--- config.mk ---
export PLATFORM = sky130hd
export DESIGN_NAME = execute_stage
export DESIGN_NICKNAME = d
export VERILOG_FILES = /design/src/rtl/execute_stage.sv
export SDC_FILE = /design/constraint.sdc
export NUM_CORES = 1
export LEC_CHECK = 0
export ABC_AREA = 1
export BUFFER_PORTS_ARGS = -buffer_cell sky130_fd_sc_hd__buf_4
export CORE_UTILIZATION = 55
export CTS_CLUSTER_DIAMETER = 50
export DETAILED_ROUTE_END_ITERATION = 7
export GPL_ROUTABILITY_DRIVEN = 1
export PLACE_DENSITY = 0.79
export SLEW_MARGIN = 40
export SYNTH_ARGS = -nofsm -noshare
export SYNTH_HDL_FRONTEND = slang
export SYNTH_SLANG_ARGS = --single-unit
export TNS_END_PERCENT = 5
--- constraint.sdc ---
create_clock -name clk -period 1.15 [get_ports clk]
set_clock_uncertainty 0.05 [all_clocks]
set_input_delay 0.23 -clock clk [delete_from_list [all_inputs] [get_ports clk]]
set_output_delay 0.23 -clock clk [all_outputs]
set_load 0.01 [all_outputs]
--- src/rtl/execute_stage.sv ---
// ============================================================================
// execute_stage : single-issue execute stage, 8-op ALU with valid/ready handshake.
// Optional shift-add multiplier for op 7 when MULTIPLIER_EN is defined.
// Rev 1.0
// ============================================================================
`default_nettype none

module execute_stage #(
   parameter int DATA_WIDTH        = 32,
   parameter int REGADDR_WIDTH     = 5,
   parameter int RESLT_SELCT_WIDTH = 3
) (
   input  logic                         clk,
   input  logic                         reset,
   input  logic [DATA_WIDTH-1:0]        aOperand_in,
   input  logic [DATA_WIDTH-1:0]        bOperand_in,
   input  logic [DATA_WIDTH-1:0]        immediateVal_in,
   input  logic                         immediateSelect_in,
   input  logic                         unsignedSelect_in,
   input  logic                         subtractEnable_in,
   input  logic [RESLT_SELCT_WIDTH-1:0] resultSelect_in,
   input  logic [REGADDR_WIDTH-1:0]     writeSelect_in,
   input  logic                         writeEnable_in,
   input  logic                         in_valid,
   output logic                         in_ready,
   output logic [DATA_WIDTH-1:0]        result_out,
   output logic [REGADDR_WIDTH-1:0]     writeSelect_out,
   output logic                         writeEnable_out,
   output logic                         out_valid,
   input  logic                         out_ready
);

   localparam int c_SHAMT_W = $clog2(DATA_WIDTH);

   localparam logic [1:0] c_IDLE     = 2'd0;
   localparam logic [1:0] c_DONE     = 2'd2;
`ifdef MULTIPLIER_EN
   localparam logic [1:0] c_MUL_BUSY = 2'd1;
   localparam int         c_CNT_W    = c_SHAMT_W + 1;
`endif

   logic [1:0]               r_state;
   logic [DATA_WIDTH-1:0]    r_result;
   logic [REGADDR_WIDTH-1:0] r_wsel;
   logic                     r_wen;

   logic                     w_accept;
   logic                     w_is_mul;
   logic [DATA_WIDTH-1:0]    w_b;
   logic [c_SHAMT_W-1:0]     w_shamt;
   logic                     w_lt;
   logic [DATA_WIDTH-1:0]    w_sra;
   logic [DATA_WIDTH-1:0]    w_alu;

   assign in_ready = (r_state == c_IDLE) || ((r_state == c_DONE) && out_ready);
   assign w_accept = in_valid && in_ready;
   assign w_is_mul = (resultSelect_in == 3'd7);

   assign out_valid       = (r_state == c_DONE);
   assign result_out      = r_result;
   assign writeSelect_out = r_wsel;
   assign writeEnable_out = r_wen;

   assign w_b     = immediateSelect_in ? immediateVal_in : bOperand_in;
   assign w_shamt = w_b[c_SHAMT_W-1:0];
   assign w_lt    = unsignedSelect_in ? (aOperand_in < w_b)
                                      : ($signed(aOperand_in) < $signed(w_b));
   assign w_sra   = $unsigned($signed(aOperand_in) >>> w_shamt);

   always_comb begin
      w_alu = '0;
      case (resultSelect_in)
         3'd0:    w_alu = subtractEnable_in ? (aOperand_in - w_b) : (aOperand_in + w_b);
         3'd1:    w_alu = aOperand_in & w_b;
         3'd2:    w_alu = aOperand_in | w_b;
         3'd3:    w_alu = aOperand_in ^ w_b;
         3'd4:    w_alu = {{(DATA_WIDTH-1){1'b0}}, w_lt};
         3'd5:    w_alu = aOperand_in << w_shamt;
         3'd6:    w_alu = unsignedSelect_in ? (aOperand_in >> w_shamt) : w_sra;
         default: w_alu = '0;
      endcase
   end

`ifdef MULTIPLIER_EN
   logic [DATA_WIDTH-1:0] r_mcand;
   logic [DATA_WIDTH-1:0] r_mplier;
   logic [DATA_WIDTH-1:0] r_acc;
   logic [c_CNT_W-1:0]    r_cnt;
   logic [DATA_WIDTH-1:0] w_acc_next;

   assign w_acc_next = r_acc + (r_mplier[0] ? r_mcand : '0);
`endif

   always_ff @(posedge clk or negedge reset) begin
      if (!reset) begin
         r_state  <= c_IDLE;
         r_result <= '0;
         r_wsel   <= '0;
         r_wen    <= 1'b0;
`ifdef MULTIPLIER_EN
         r_mcand  <= '0;
         r_mplier <= '0;
         r_acc    <= '0;
         r_cnt    <= '0;
`endif
      end else if (w_accept) begin
         r_wsel <= writeSelect_in;
`ifdef MULTIPLIER_EN
         r_wen  <= writeEnable_in;
         if (w_is_mul) begin
            r_state  <= c_MUL_BUSY;
            r_mcand  <= aOperand_in;
            r_mplier <= w_b;
            r_acc    <= '0;
            r_cnt    <= '0;
         end else begin
            r_state  <= c_DONE;
            r_result <= w_alu;
         end
`else
         // op 7 has no hardware here: completes as a no-write zero result
         r_state  <= c_DONE;
         r_result <= w_alu;
         r_wen    <= writeEnable_in && !w_is_mul;
`endif
      end else if ((r_state == c_DONE) && out_ready) begin
         r_state <= c_IDLE;
      end
`ifdef MULTIPLIER_EN
      // DATA_WIDTH add/shift steps, then one more edge to publish the product
      else if (r_state == c_MUL_BUSY) begin
         if (r_cnt == c_CNT_W'(DATA_WIDTH)) begin
            r_state  <= c_DONE;
            r_result <= r_acc;
         end else begin
            r_acc    <= w_acc_next;
            r_mcand  <= r_mcand << 1;
            r_mplier <= r_mplier >> 1;
            r_cnt    <= r_cnt + 1'b1;
         end
      end
`endif
   end

endmodule

`default_nettype wire

==> results by group, run 1 <==
Synthesis
  • Cells after Synth: 2330
  • Synth cell types: 50
  • Ys Warns: 0
  • Largest family of logic cells by synthesized area: simple AND/OR/NAND/NOR gates
  • Seq cells post-synth: 39
  • Synth Area in Compound Gates: 0.126
  • Post-Syn Area per Cell: 5.19 um2
  • Xor and xnor area share after synthesis: 0.00362
  • Post-synth EDFFs: 0
  • Seq/Total Area, Yosys: 0.0807
  • Ys async rst share: 1.00
  • Post-synth net total: roughly 2600
  • Post-synthesis adder-cell area fraction: 0.128
  • Ys flop type: dfrtp_1
  • Simple logic cell fraction of the synthesized area: 0.528
  • Post-synthesis mux area share: 0
  • Syn Std Cell Area: approximately 12000 um2

Place
  • Port buffer count: about 150
  • DP Worst Slack: -1.97 ns
  • HPWL after DPL: a little under 50000 um
  • RePlAce Congestion: 1.19

GRT
  • Largest net degree at the start of global routing: 64
  • Grt total ovfl: 2
  • Vias in the first global route: 20027
  • Total GRT Usage: 0.629
  • First-pass GRT wire length: roughly 110000 um

Clock tree
  • Sink Count: 39
  • CTS H-tree lvls: 2
  • Clock tree root driver cell: clkbuf_16
  • Num CTS Buffers: 5
  • Clock buffer depth: 2

Run status
  • Stopped at: global routing (5_1_grt)
  • Tool Error: [ERROR GRT-0116] Global routing finished with congestion. Check the congestion regions in the DRC Viewer.
  • Status: stopped before the end

Die
  • Ports: around 150
  • Die Wd: 150 um
  • Initial core utilization: 0.568
  • Std-Cell Rows: 53
  • Die height: 150 um
## synthesized netlist by cell type (2+ instances only)
master | count | area (um2)
a21boi_0 | 2 | 15.0
ha_1 | 121 | 1510
buf_1 | 12 | 45.0
buf_4 | 20 | 150
o21bai_1 | 13 | 97.6
buf_6 | 4 | 45.0
nor2_1 | 155 | 582
o211ai_1 | 12 | 90.1
nor3_1 | 20 | 100
and2_1 | 6 | 37.5
nand3_1 | 408 | 2040
dfrtp_1 | 39 | 976
or2_1 | 2 | 12.5
or2_2 | 31 | 194
clkinv_1 | 2 | 7.51
clkbuf_1 | 31 | 116
xnor2_1 | 2 | 17.5
o21ai_0 | 77 | 385
o2111ai_1 | 2 | 17.5
o21a_1 | 3 | 22.5
nand3b_1 | 10 | 75.1
a221oi_1 | 7 | 61.3
o221ai_1 | 3 | 26.3
buf_2 | 23 | 115
a31oi_1 | 5 | 31.3
nand2_2 | 3 | 18.8
o21ai_1 | 13 | 65.1
o22ai_1 | 19 | 119
nor4_1 | 2 | 12.5
inv_2 | 4 | 15.0
a21oi_1 | 101 | 505
inv_1 | 296 | 1110
nand4_1 | 13 | 81.3
fa_1 | 2 | 40.0
xor2_1 | 3 | 26.3
o21ai_2 | 3 | 26.3
nand2_1 | 848 | 3180
## cell families after synthesis
kind of cell    after synthesis
flops                        39
buf+inv                     394
fa+ha+maj                   123
compound gates              266
simple gates               1503
xor+xnor                      5
## layer usage
layer	GRT overflow	global-route usage
met5	0	0.145
met4	1	0.563
met3	0	0.382
met2	1	0.845
met1	0	0.672
## what timing repair did
| item | 4_1_cts |
|---|---|
| gates resized for setup | 204 |
| hold buffers | 1 |
| gates cloned | 3 |
| setup endpoints to repair | 37 |
| buffers inserted | 24 |
| endpoints found under the hold margin | 39 |
| pin swaps | 64 |
## metrics by stage
step           utilization  std cells  area, um2  TNS [ns]
2_1_floorplan            -       2330      13000    -38.76
3_3_place_gp         0.803       3075      17100    -52.34
3_5_place_dp         0.803       3075      17100    -54.80
4_1_cts              0.860       3111      18300    -39.18
==> run 2: changes to the inputs <==
--- a/config.mk
+++ b/config.mk
@@ -7,11 +7,10 @@
 export LEC_CHECK = 0
 export ABC_AREA = 1
 export BUFFER_PORTS_ARGS = -buffer_cell sky130_fd_sc_hd__buf_4
-export CORE_UTILIZATION = 55
-export CTS_CLUSTER_DIAMETER = 50
+export CORE_UTILIZATION = 40
 export DETAILED_ROUTE_END_ITERATION = 7
 export GPL_ROUTABILITY_DRIVEN = 1
-export PLACE_DENSITY = 0.79
+export PLACE_DENSITY_LB_ADDON = 0.15
 export SLEW_MARGIN = 40
 export SYNTH_ARGS = -nofsm -noshare
 export SYNTH_HDL_FRONTEND = slang
==> constraint.sdc (replaced) <==
create_clock -name clk -period 1.5 [get_ports clk]
set_clock_uncertainty 0.05 [all_clocks]
set_input_delay 0.3 -clock clk [delete_from_list [all_inputs] [get_ports clk]]
set_output_delay 0.3 -clock clk [all_outputs]
set_load 0.01 [all_outputs]
==> results by group, run 2 <==
Route
  • DR vias/cell: about 5.6
  • Post-DR wirelength/cell: around 21 um
  • Final wirelength: between 70000 and 80000 um
  • 1st-iter DRT viols: between 2000 and 2500
  • DRC viols: 0
  • Via Count: around 19000
  • Remaining antenna violation count: 0
  • Detailed Routing Iterations Pass 1: 7

Layout
  • Commonest cells after routing, fill and taps aside: nand2_1, buf_4, nand3_1
  • Design area: 20200 um2
  • Commonest non-fill, non-tap cell in the layout: nand2_1
  • Nets: 3210
  • Area Overhead vs Synth: 66.9%
  • Ant diodes: 0
  • Fill cells: around 2700
  • Seq. cell area: between 900 and 1000 um2
  • Area of the multi-input gates: between 10000 and 15000 um2
  • Fraction of layout cells with a size suffix above 1: 0.375
  • Max reg flops: 32

Setup path
  • Crit. End Element: register
  • CP required: about 1.7 ns
  • R2r setup slk: around 0.28 ns
  • CP Launch Type: primary input
  • Crit Path Class: primary input to register
  • RR Startpoint: r_state[1]
  • CP max FO: 28
  • Arrival time at the worst endpoint: about 2.9 ns
  • Worst Setup SP: immediateSelect_in

Place
  • RePlAce Congestion: 1.10 (-7.7%)
  • Port buffer count: 151 (unchanged)
  • Placed Area: 18300 um2 (+7.2%)
  • HPWL after DPL: 57800 um (+19%)
  • DP Worst Slack: -1.70 ns (+0.274 ns)

Synthesis
  • Cells after Synth: 2330 (unchanged)
  • Ys flop type: dfrtp_1
  • Ys async rst share: 1.00 (unchanged)
  • Post-Syn Area per Cell: 5.19 um2 (unchanged)
  • Synth cell count leaders: nand2_1, nand3_1, inv_1, nor2_1, ha_1
  • Most common cell in the synthesized netlist: nand2_1
  • Dominant cells by area after synthesis: nand2_1, nand3_1, ha_1, inv_1, dfrtp_1
  • Yosys top cell by area: nand2_1
  • Syn Std Cell Area: 12100 um2 (unchanged)
  • Seq cells post-synth: 39 (unchanged)
  • Top-area cell type share of the netlist area: 0.263 (unchanged)
  • Synth cell types: 50 (unchanged)
  • Ys Warns: 0 (unchanged)
  • Post-synth net total: 2565 (unchanged)
  • Post-synth EDFFs: 0 (unchanged)
  • Seq/Total Area, Yosys: 0.0807 (unchanged)

Die
  • Std-Cell Rows: 63 (+19%)
  • Die height: 176 um (+17%)
  • Die Wd: 176 um (+17%)
  • Ports: 152 (unchanged)
  • Initial core utilization: 0.407 (-0.161)
  • Core Footprint: 29700 um2
  • Die area: 30900 um2

Timing
  • Worst slew pin tran: around 0.58 ns
  • Final setup vio count: 32
  • Slew HR: 0.616
  • Final Max Slew Viols: 0
  • RSZ-0062 raised after global routing: yes
  • Fin crit share: 1.78
  • Max Fclk: 0.375 GHz
  • Tmin final: approximately 2.7 ns
  • Hold Fails Final Rpt: 0
  • WHS: 0.143 ns
  • Setup WS post-layout: -1.17 ns

Run status
  • Failing checks: setup timing
  • Status: finished with violations

GRT
  • Grt total ovfl: 0
  • Initial antenna violation count: 1
  • Vias in the first global route: 17982
  • Largest net degree at the start of global routing: 52
  • First-pass GRT wire length: 105000 um
  • Total GRT Usage: 0.452

Flow run
  • Max cap viols: 0

Clock tree
  • CTS H-tree lvls: 2 (unchanged)
  • Clock buffer depth: 2 (unchanged)
  • Num CTS Buffers: 5 (unchanged)
  • Sink Count: 39 (unchanged)
  • TritonCTS clock tree: built
  • Clock tree root driver cell: clkbuf_16
  • Clk Latency, worst-skew pair: 0.30 ns
  • Reg clk slew, reported paths: around 0.070 ns

Min path
  • Worst hold path type: primary input to register
  • Hold path start: writeSelect_in[1]

Pwr
  • Lkg Pwr: between 10 and 15 nW
  • Tot Pwr: roughly 12 mW
  • Power per Cell Area: between 500 and 600 nW/um2
  • Worst ir drop on vdd: ~0.43 mV
-- run 2: cell counts after synthesis --
No cell type changed its count.
-- run 2: what timing repair did --
action                                 4_1_cts  5_1_grt
cloned                                       2        1
resized for setup                          181      170
pin swaps                                   53       76
setup buffers                               19       14
endpoints found under the hold margin       39        0
setup endpoints to repair                   32       32
hold buffers                                 1        0
-- run 2: path summary, 6_finish.rpt --
check | cells past startpoint | to
hold / removal | 3 | writeSelect_out[1]
setup reg to reg | 4 | writeEnable_out
hold reg to reg | 2 | writeSelect_out[1]
max in group asynchronous | 2 | result_out[6]
min in group asynchronous | 2 | result_out[2]
setup / recovery | 16 | result_out[29]
-- run 2: area by class of cell --
class,instances,area share
repair buffers,727,0.291
clock buffers,5,0.00620
repair inverters,2,0.00112
multi-input cells,1897,0.570
well taps,390,0.0242
clock inverters,3,0.00118
inverters,303,0.0579
flip-flops and latches,39,0.0484
-- run 2: worst max-delay path, stage by stage --
cell	delay, ns
buf_16	0.17
clkinv_16	0.10
buf_4	0.16
o21ai_4	0.29
buf_8	0.22
buf_6	0.24
nand3_1	0.11
nand2_1	0.11
nand2_1	0.08
nand3_1	0.17
nand3_1	0.36
nand3_1	0.23
nor2_1	0.09
nand2_1	0.09
nand2_1	0.05
nand2_1	0.06
-- run 2: per-layer routing --
layer,GRT usage,share of wire,vias up
met4,0.291,0.077,0
met1,0.548,0.38,8787
met2,0.735,0.45,1025
met3,0.0779,0.097,256
met5,0,0,-
li1,-,-,8799
-- run 2: cell families (layout without fill, tap and decap cells) --
group | Yosys count | count (layout) | synth area share
fa+ha+maj | 123 | 123 | 0.128
compound gates | 266 | 266 | 0.126
buf+inv | 394 | 1040 | 0.134
flops | 39 | 39 | 0.0807
xor+xnor | 5 | 5 | 0.00362
simple gates | 1503 | 1503 | 0.528
-- run 2: stage by stage --
stage	TNS [ns]	utilization	cells
3_5_place_dp	-48.81	0.617	3321
5_1_grt	-36.17	0.679	3366
4_1_cts	-30.64	0.653	3351
2_1_floorplan	-28.86	-	2330
3_3_place_gp	-47.03	0.617	3321
6_report	-33.01	0.679	3366
-- run 2: report_power, final --
group	switching (mW)	total, mW	internal [mW]
clock	0.533	1.16	0.624
combinational	5.34	9.48	4.13
sequential	0.209	1.45	1.24
total	6.09	12.1	5.99
Power figures use the tool's default switching activity.
==> run 3: changes to the inputs <==
--- a/config.mk
+++ b/config.mk
@@ -6,9 +6,9 @@
 export NUM_CORES = 1
 export LEC_CHECK = 0
 export ABC_AREA = 1
-export BUFFER_PORTS_ARGS = -buffer_cell sky130_fd_sc_hd__buf_4
 export CORE_UTILIZATION = 40
 export DETAILED_ROUTE_END_ITERATION = 7
+export DONT_BUFFER_PORTS = 1
 export GPL_ROUTABILITY_DRIVEN = 1
 export PLACE_DENSITY_LB_ADDON = 0.15
 export SLEW_MARGIN = 40
==> results by group, run 3 (same netlist as run 2, synthesis figures left out) <==
GRT
  • Total GRT Usage: 0.430 (-0.0211)
  • Grt total ovfl: 0 (unchanged)
  • Vias in the first global route: 16646 (-7.4%)
  • First-pass GRT wire length: 99200 um (-5.2%)
  • Largest net degree at the start of global routing: 64 (+23%)
  • Initial antenna violation count: 0 (-1)

Route
  • Final wirelength: 69100 um (-3.4%)
  • DRC viols: 0 (unchanged)
  • Detailed Routing Iterations Pass 1: 6 (-1)
  • Remaining antenna violation count: 0 (unchanged)
  • DR vias/cell: 5.70 (+1.7%)
  • Post-DR wirelength/cell: 22.1 um (+3.8%)
  • Via Count: 17859 (-5.3%)
  • 1st-iter DRT viols: 1965 (-7.4%)

Layout
  • Max reg flops: 32 (unchanged)
  • Final std cells w/o fill: 3133 (-6.9%)
  • Fraction of layout cells with a size suffix above 1: 0.350 (-0.0257)
  • Commonest cells after routing, fill and taps aside: nand2_1, buf_4, nand3_1
  • Ant diodes: 0 (unchanged)
  • Design area: 18600 um2 (-7.7%)
  • Nets: 2977 (-7.3%)
  • Area Overhead vs Synth: 53.9%
  • Commonest non-fill, non-tap cell in the layout: nand2_1
  • Fill cells: 2860 (+7.2%)

Setup path
  • Crit Path Class: primary input to register
  • CP required: 1.63 ns (-0.06 ns)
  • CP Launch Type: primary input
  • Max incr delay on CP: 0.27 ns (-0.09 ns)
  • CP max FO: 36 (+29%)
  • Crit. End Element: register
  • Arrival time at the worst endpoint: 2.64 ns (-0.22 ns)
  • Crit-path slowest cell: ha_4
  • Worst Reg-to-Reg Cells: 6 (+2)
  • Worst path cell trace: inv_16, or2_1, o21ai_4, ha_4, buf_4, nor2_2, nand2_2, o21bai_1, buf_4, nand2_4, nand2_4, buf_6, nand2_4, nand2_2, nand2_2, nand3_2, nand3b_1, nand2_1, nand2_1

Die
  • Die area: 30900 um2 (unchanged)
  • Ports: 152 (unchanged)
  • Initial core utilization: 0.407 (unchanged)
  • Std-Cell Rows: 63 (unchanged)
  • Core Footprint: 29700 um2 (unchanged)
  • Die height: 176 um (unchanged)
  • Die Wd: 176 um (unchanged)

Pwr
  • Switch Pwr: 5.81 mW (-4.6%)
  • Reg power frac: 0.135 (+0.015)
  • Power per Cell Area: 614 nW/um2 (+2.6%)
  • Design internal power: 5.63 mW (-6.1%)
  • Worst ir drop on vdd: 0.392 mV (-8.7%)
  • Comb pwr share: 0.748 (-0.036)
  • Clk pwr share: 0.117 (+0.021)
  • Lkg Pwr: 9.77 nW (-10%)
  • Switching portion of total power: 0.508 (+0.00398)

Clock tree
  • Sink Count: 39 (unchanged)
  • Clock tree root driver cell: clkbuf_16
  • Reg clk slew, reported paths: 0.07 ns (about the same)
  • TritonCTS clock tree: built
  • CTS H-tree lvls: 2 (unchanged)
  • Clock buffer depth: 2 (unchanged)
  • Clk Latency, worst-skew pair: 0.29 ns (about the same)
  • Num CTS Buffers: 5 (unchanged)

Timing
  • Fin crit share: 1.67 (-0.104)
  • Final setup vio count: 32 (unchanged)
  • Setup WS post-layout: -1.01 ns (+0.157 ns)
  • Slew HR: 0.629 (+0.0133)
  • RSZ-0062 raised after global routing: yes
  • Post-route setup TNS: -28.70 ns (+4.31 ns)
  • WHS: 0.0518 ns (-0.0908 ns)
  • Worst slew pin tran: 0.556 ns (-0.0205 ns)
  • Final Max Slew Viols: 0 (unchanged)
  • Hold Fails Final Rpt: 0 (unchanged)
  • Tmin final: 2.51 ns (-0.157 ns)
  • Max Fclk: 0.399 GHz (+6.2%)

Min path
  • Worst hold path type: primary input to register
  • Worst Hold Depth: 2 (-1)

Run status
  • Status: finished with violations
  • Failing checks: setup timing

Place
  • # placed instances: 3099 (-6.7%)
  • Port buffer count: 0 (-100%)
  • DP Worst Slack: -1.79 ns (-0.0973 ns)
  • HPWL after DPL: 56000 um (-3.0%)
  • RePlAce Congestion: 1.07 (-3.0%)
  • Placed Area: 16600 um2 (-9.2%)

Flow run
  • Max cap viols: 0 (unchanged)
-- run 3: cell types whose count changed in the layout (fill, tap and decap cells not counted), sizes merged --
| cell | change |
|---|---|
| clkbuf | +2 |
| bufinv | +1 |
| inv | -3 |
| clkinvlp | -1 |
| buf | -232 |
-- run 3: layout make-up --
cell class | instances | area (um2) | area share
multi-input cells | 1897 | 11800 | 0.631
well taps | 390 | 488 | 0.0262
repair buffers | 496 | 4060 | 0.218
clock buffers | 6 | 139 | 0.00746
clock inverters | 2 | 35.0 | 0.00188
flip-flops and latches | 39 | 976 | 0.0524
inverters | 303 | 1170 | 0.0627
-- run 3: per-layer routing --
metal | vias to the layer above | routed length (um) | global-route usage
met1 | 8247 | 26100 | 0.539
met5 | - | 0 | 0
met2 | 1064 | 30500 | 0.685
li1 | 8322 | - | -
met3 | 226 | 6930 | 0.0639
met4 | 0 | 5530 | 0.281
-- run 3: through the flow --
stage,total power [mW],utilization
2_1_floorplan,5.51,-
3_3_place_gp,8.73,0.560
3_5_place_dp,8.78,0.560
4_1_cts,10.4,0.580
5_1_grt,12.0,0.627
6_report,11.4,0.627
-- run 3: worst paths after layout --
kind,from,endpoint,slack [ns]
min in group asynchronous,reset,writeSelect_out[0],0.49
worst max register to register,r_state[1],result_out[26],0.12
worst min-delay path,writeSelect_in[0],writeSelect_out[0],0.05
worst min register to register,result_out[2],result_out[2],0.50
worst max-delay path,immediateSelect_in,result_out[0],-1.01
max in group asynchronous,reset,result_out[21],0.70
-- run 3: repair_timing --
action / CTS / global route
hold endpoints to repair: 39 / 0
resized for setup: 103 / 324
hold buffers: 2 / 0
pin swaps: 20 / 117
endpoints found under the setup margin: 32 / 32
buffers inserted: 4 / 20
gates cloned: 0 / 1
-- run 3: worst max-delay path: cells and delay by family --
family | cells | cell delay [ns]
AO/OA/AOI/OAI | 2 | 0.33
AND/OR/NAND/NOR | 12 | 1.20
adder cells (fa/ha/maj) | 1 | 0.27
buffers and inverters | 4 | 0.49
-- run 3: power by group through the flow --
stage	sequential [mW]	clock, mW	combinational [mW]
CTS	1.53	1.36	7.52
global placement	1.55	0	7.19
detailed placement	1.54	0	7.23
global route	1.54	1.38	9.11
finish	1.54	1.34	8.55
floorplan	1.44	0	4.07
==> run 4: changes to the inputs <==
--- a/config.mk
+++ b/config.mk
@@ -6,7 +6,7 @@
 export NUM_CORES = 1
 export LEC_CHECK = 0
 export ABC_AREA = 1
-export CORE_UTILIZATION = 40
+export CORE_UTILIZATION = 45
 export DETAILED_ROUTE_END_ITERATION = 7
 export DONT_BUFFER_PORTS = 1
 export GPL_ROUTABILITY_DRIVEN = 1
==> results by group, run 4 (same netlist as run 2, synthesis figures left out) <==
Run status
  • Status: finished with violations
  • Failing checks: DRC, setup timing

Clock tree
  • Clock buffer depth: 2 (unchanged)
  • CTS H-tree lvls: 2 (unchanged)
  • Clock tree root driver cell: clkbuf_16
  • Clk Latency, worst-skew pair: 0.29 ns (about the same)
  • Num CTS Buffers: 5 (unchanged)
  • Reg clk slew, reported paths: 0.07 ns (about the same)
  • Sink Count: 39 (unchanged)
  • TritonCTS clock tree: built

Min path
  • Worst hold path type: primary input to register
  • Hold Path Sink: writeSelect_out[3]
  • Hold path start: writeSelect_in[3]
  • Worst Hold Depth: 2 (unchanged)

Setup path
  • Most used cell, CP: nand2_1
  • Crit. End Element: register
  • Arrival time at the worst endpoint: 2.57 ns (-0.07 ns)
  • Crit Path Class: primary input to register
  • Worst Reg-to-Reg Cells: 6 (unchanged)
  • Crit-path slowest cell: ha_4
  • CP Launch Type: primary input
  • RR Startpoint: r_state[1]
  • CP max FO: 38 (+5.6%)
  • Max incr delay on CP: 0.26 ns (about the same)
  • CP required: 1.64 ns (about the same)
  • CP top delay family: simple AND/OR/NAND/NOR gates
  • Worst Path Buf+Inv: 4 (unchanged)
  • R2r setup slk: 0.17 ns (+0.05 ns)
  • Worst path cell trace: inv_12, or2_4, o21ai_4, ha_4, buf_12, nor2_4, nand2_1, buf_4, nor2_1, nand2_1, nand3_4, buf_4, nand2_1, nand3_1, nand2_1, nand2_1, nand2_2, nand3_2, nand3_2, nand2_2, nand2_1
  • Worst r2r dst: result_out[30]

Place
  • Port buffer count: 0 (unchanged)
  • RePlAce Congestion: 1.09 (+1.7%)
  • # placed instances: 3034 (-2.1%)
  • HPWL after DPL: 54600 um (-2.5%)

Route
  • WL met2: 30100 um (-1.4%)
  • DR vias/cell: 6.00 (+5.3%)
  • Detailed Routing Iterations Pass 1: 8 (+2)
  • Top sig layer: met5
  • 1st-iter DRT viols: 2390 (+22%)
  • Post-DR wirelength/cell: 22.3 um (+1.3%)
  • Via Count: 18453 (+3.3%)
  • Remaining antenna violation count: 0 (unchanged)
  • DRC viols: 2 (+2)
  • Met3 wire len: 7680 um (+11%)
  • Final wirelength: 68700 um (-0.58%)
  • WL met1: 24300 um (-7.1%)

GRT
  • First-pass GRT wire length: 99900 um (+0.67%)
  • Vias in the first global route: 17298 (+3.9%)
  • Total GRT Usage: 0.477 (+0.0461)
  • Initial antenna violation count: 4 (+4)
  • Grt total ovfl: 0 (unchanged)
  • Largest net degree at the start of global routing: 64 (unchanged)

Pwr
  • Clk pwr share: 0.101 (-0.016)
  • Power per Cell Area: 604 nW/um2 (-1.7%)
  • Reg power frac: 0.135 (about the same)
  • Switching portion of total power: 0.520 (+0.0126)
  • Comb pwr share: 0.763 (+0.015)
  • Lkg Pwr: 9.73 nW (-0.38%)
  • Design internal power: 5.35 mW (-4.9%)
  • Worst ir drop on vdd: 0.486 mV (+24%)
  • Tot Pwr: 11.2 mW (-2.4%)
  • Switch Pwr: 5.81 mW (about the same)

Die
  • Initial core utilization: 0.462 (+0.0545)
  • Std-Cell Rows: 59 (-6.3%)
  • Die Wd: 166 um (-5.7%)
  • Die height: 166 um (-5.7%)
  • Die area: 27500 um2 (-11%)
  • Core Footprint: 26200 um2 (-12%)
  • Ports: 152 (unchanged)

Layout
  • Nets: 2971 (-0.20%)
  • Max reg flops: 32 (unchanged)
  • Seq. cell area: 976 um2 (unchanged)
  • Commonest non-fill, non-tap cell in the layout: nand2_1
  • Commonest cells after routing, fill and taps aside: nand2_1, buf_4, nand3_1
  • Final Util: 0.706 (+0.0792)
  • Area Overhead vs Synth: 52.9%
  • Final std cells w/o fill: 3075 (-1.9%)
  • Fill cells: 2306 (-19%)
  • Fraction of layout cells with a size suffix above 1: 0.342 (-0.00800)
  • Area of the multi-input gates: 11800 um2 (+0.33%)

Timing
  • Tmin final: 2.43 ns (-0.0761 ns)
  • Post-route setup TNS: -25.99 ns (+2.72 ns)
  • Worst slew pin tran: 0.861 ns (+0.305 ns)
  • Final setup vio count: 32 (unchanged)
  • Fin crit share: 1.62 (-0.0507)
  • Setup WS post-layout: -0.933 ns (+0.0761 ns)
  • WHS: 0.0572 ns (+0.00535 ns)
  • Hold Fails Final Rpt: 0 (unchanged)
  • RSZ-0062 raised after global routing: yes
  • Max Fclk: 0.411 GHz (+3.1%)
  • Slew HR: 0.424 (-0.205)
  • Final Max Slew Viols: 0 (unchanged)

Flow run
  • Max cap viols: 0 (unchanged)
[run 4: changes by cell type in the layout (fill, tap and decap cells not counted), moves of 5 or more]
cell     delta
inv_1      +14
inv_2      -14
nand3_2    +12
nand3_1     -8
ha_2        -7
buf_4       -6
ha_1        +5
[run 4: layout make-up]
class,count,share of cell area
multi-input cells,1897,0.637
repair buffers,488,0.214
inverters,303,0.0629
flip-flops and latches,39,0.0528
well taps,335,0.0227
clock buffers,6,0.00697
repair inverters,2,0.00176
clock inverters,2,0.000676
diodes,3,0.000406
[run 4: stage by stage]
| stage | area (um2) | worst slack [ns] |
|---|---|---|
| after floorplan | 13000 | -0.969 |
| after global placement | 16500 | -1.51 |
| after detailed placement | 16500 | -1.53 |
| after CTS | 17500 | -0.857 |
| after global routing | 18500 | -1.00 |
| final | 18500 | -0.933 |
[run 4: power by group through the flow]
stage | combinational (mW) | sequential [mW] | clock, mW
5_1_grt | 9.05 | 1.51 | 1.16
3_3_place_gp | 7.01 | 1.51 | 0
2_1_floorplan | 4.07 | 1.44 | 0
3_5_place_dp | 7.11 | 1.52 | 0
6_report | 8.52 | 1.51 | 1.13
4_1_cts | 7.62 | 1.50 | 1.12
[run 4: timing repair]
item | CTS | global route
hold endpoints to repair | 39 | 0
buffers inserted | 9 | 17
hold buffers | 2 | 0
pin swaps | 57 | 93
gates cloned | 2 | 0
gates resized for setup | 204 | 220
endpoints found under the setup margin | 32 | 32
[run 4: worst register-to-register path, cell delays in order (launching register included)]
cell,delay [ns]
dfrtp_1,0.38
nand2_1,0.16
nand2_1,0.12
inv_2,0.17
buf_12,0.23
nand2_1,0.09
nand2_1,0.07
[run 4: how the worst max path moves through the flow]
stage | startpoint | end | slack, ns | cells past startpoint
final | immediateSelect_in | result_out[28] | -0.93 | 21
after floorplan | immediateSelect_in | result_out[10] | -0.97 | 21
after global routing | immediateSelect_in | result_out[28] | -1.00 | 21
after detailed placement | immediateSelect_in | result_out[11] | -1.53 | 18
after global placement | immediateSelect_in | result_out[30] | -1.51 | 17
after CTS | immediateSelect_in | result_out[26] | -0.86 | 23
[run 4: routing by layer]
| metal | vias to the layer above | GRT usage |
|---|---|---|
| met4 | 2 | 0.369 |
| met2 | 1246 | 0.763 |
| met5 | - | 0 |
| met1 | 8543 | 0.562 |
| li1 | 8313 | - |
| met3 | 349 | 0.0937 |
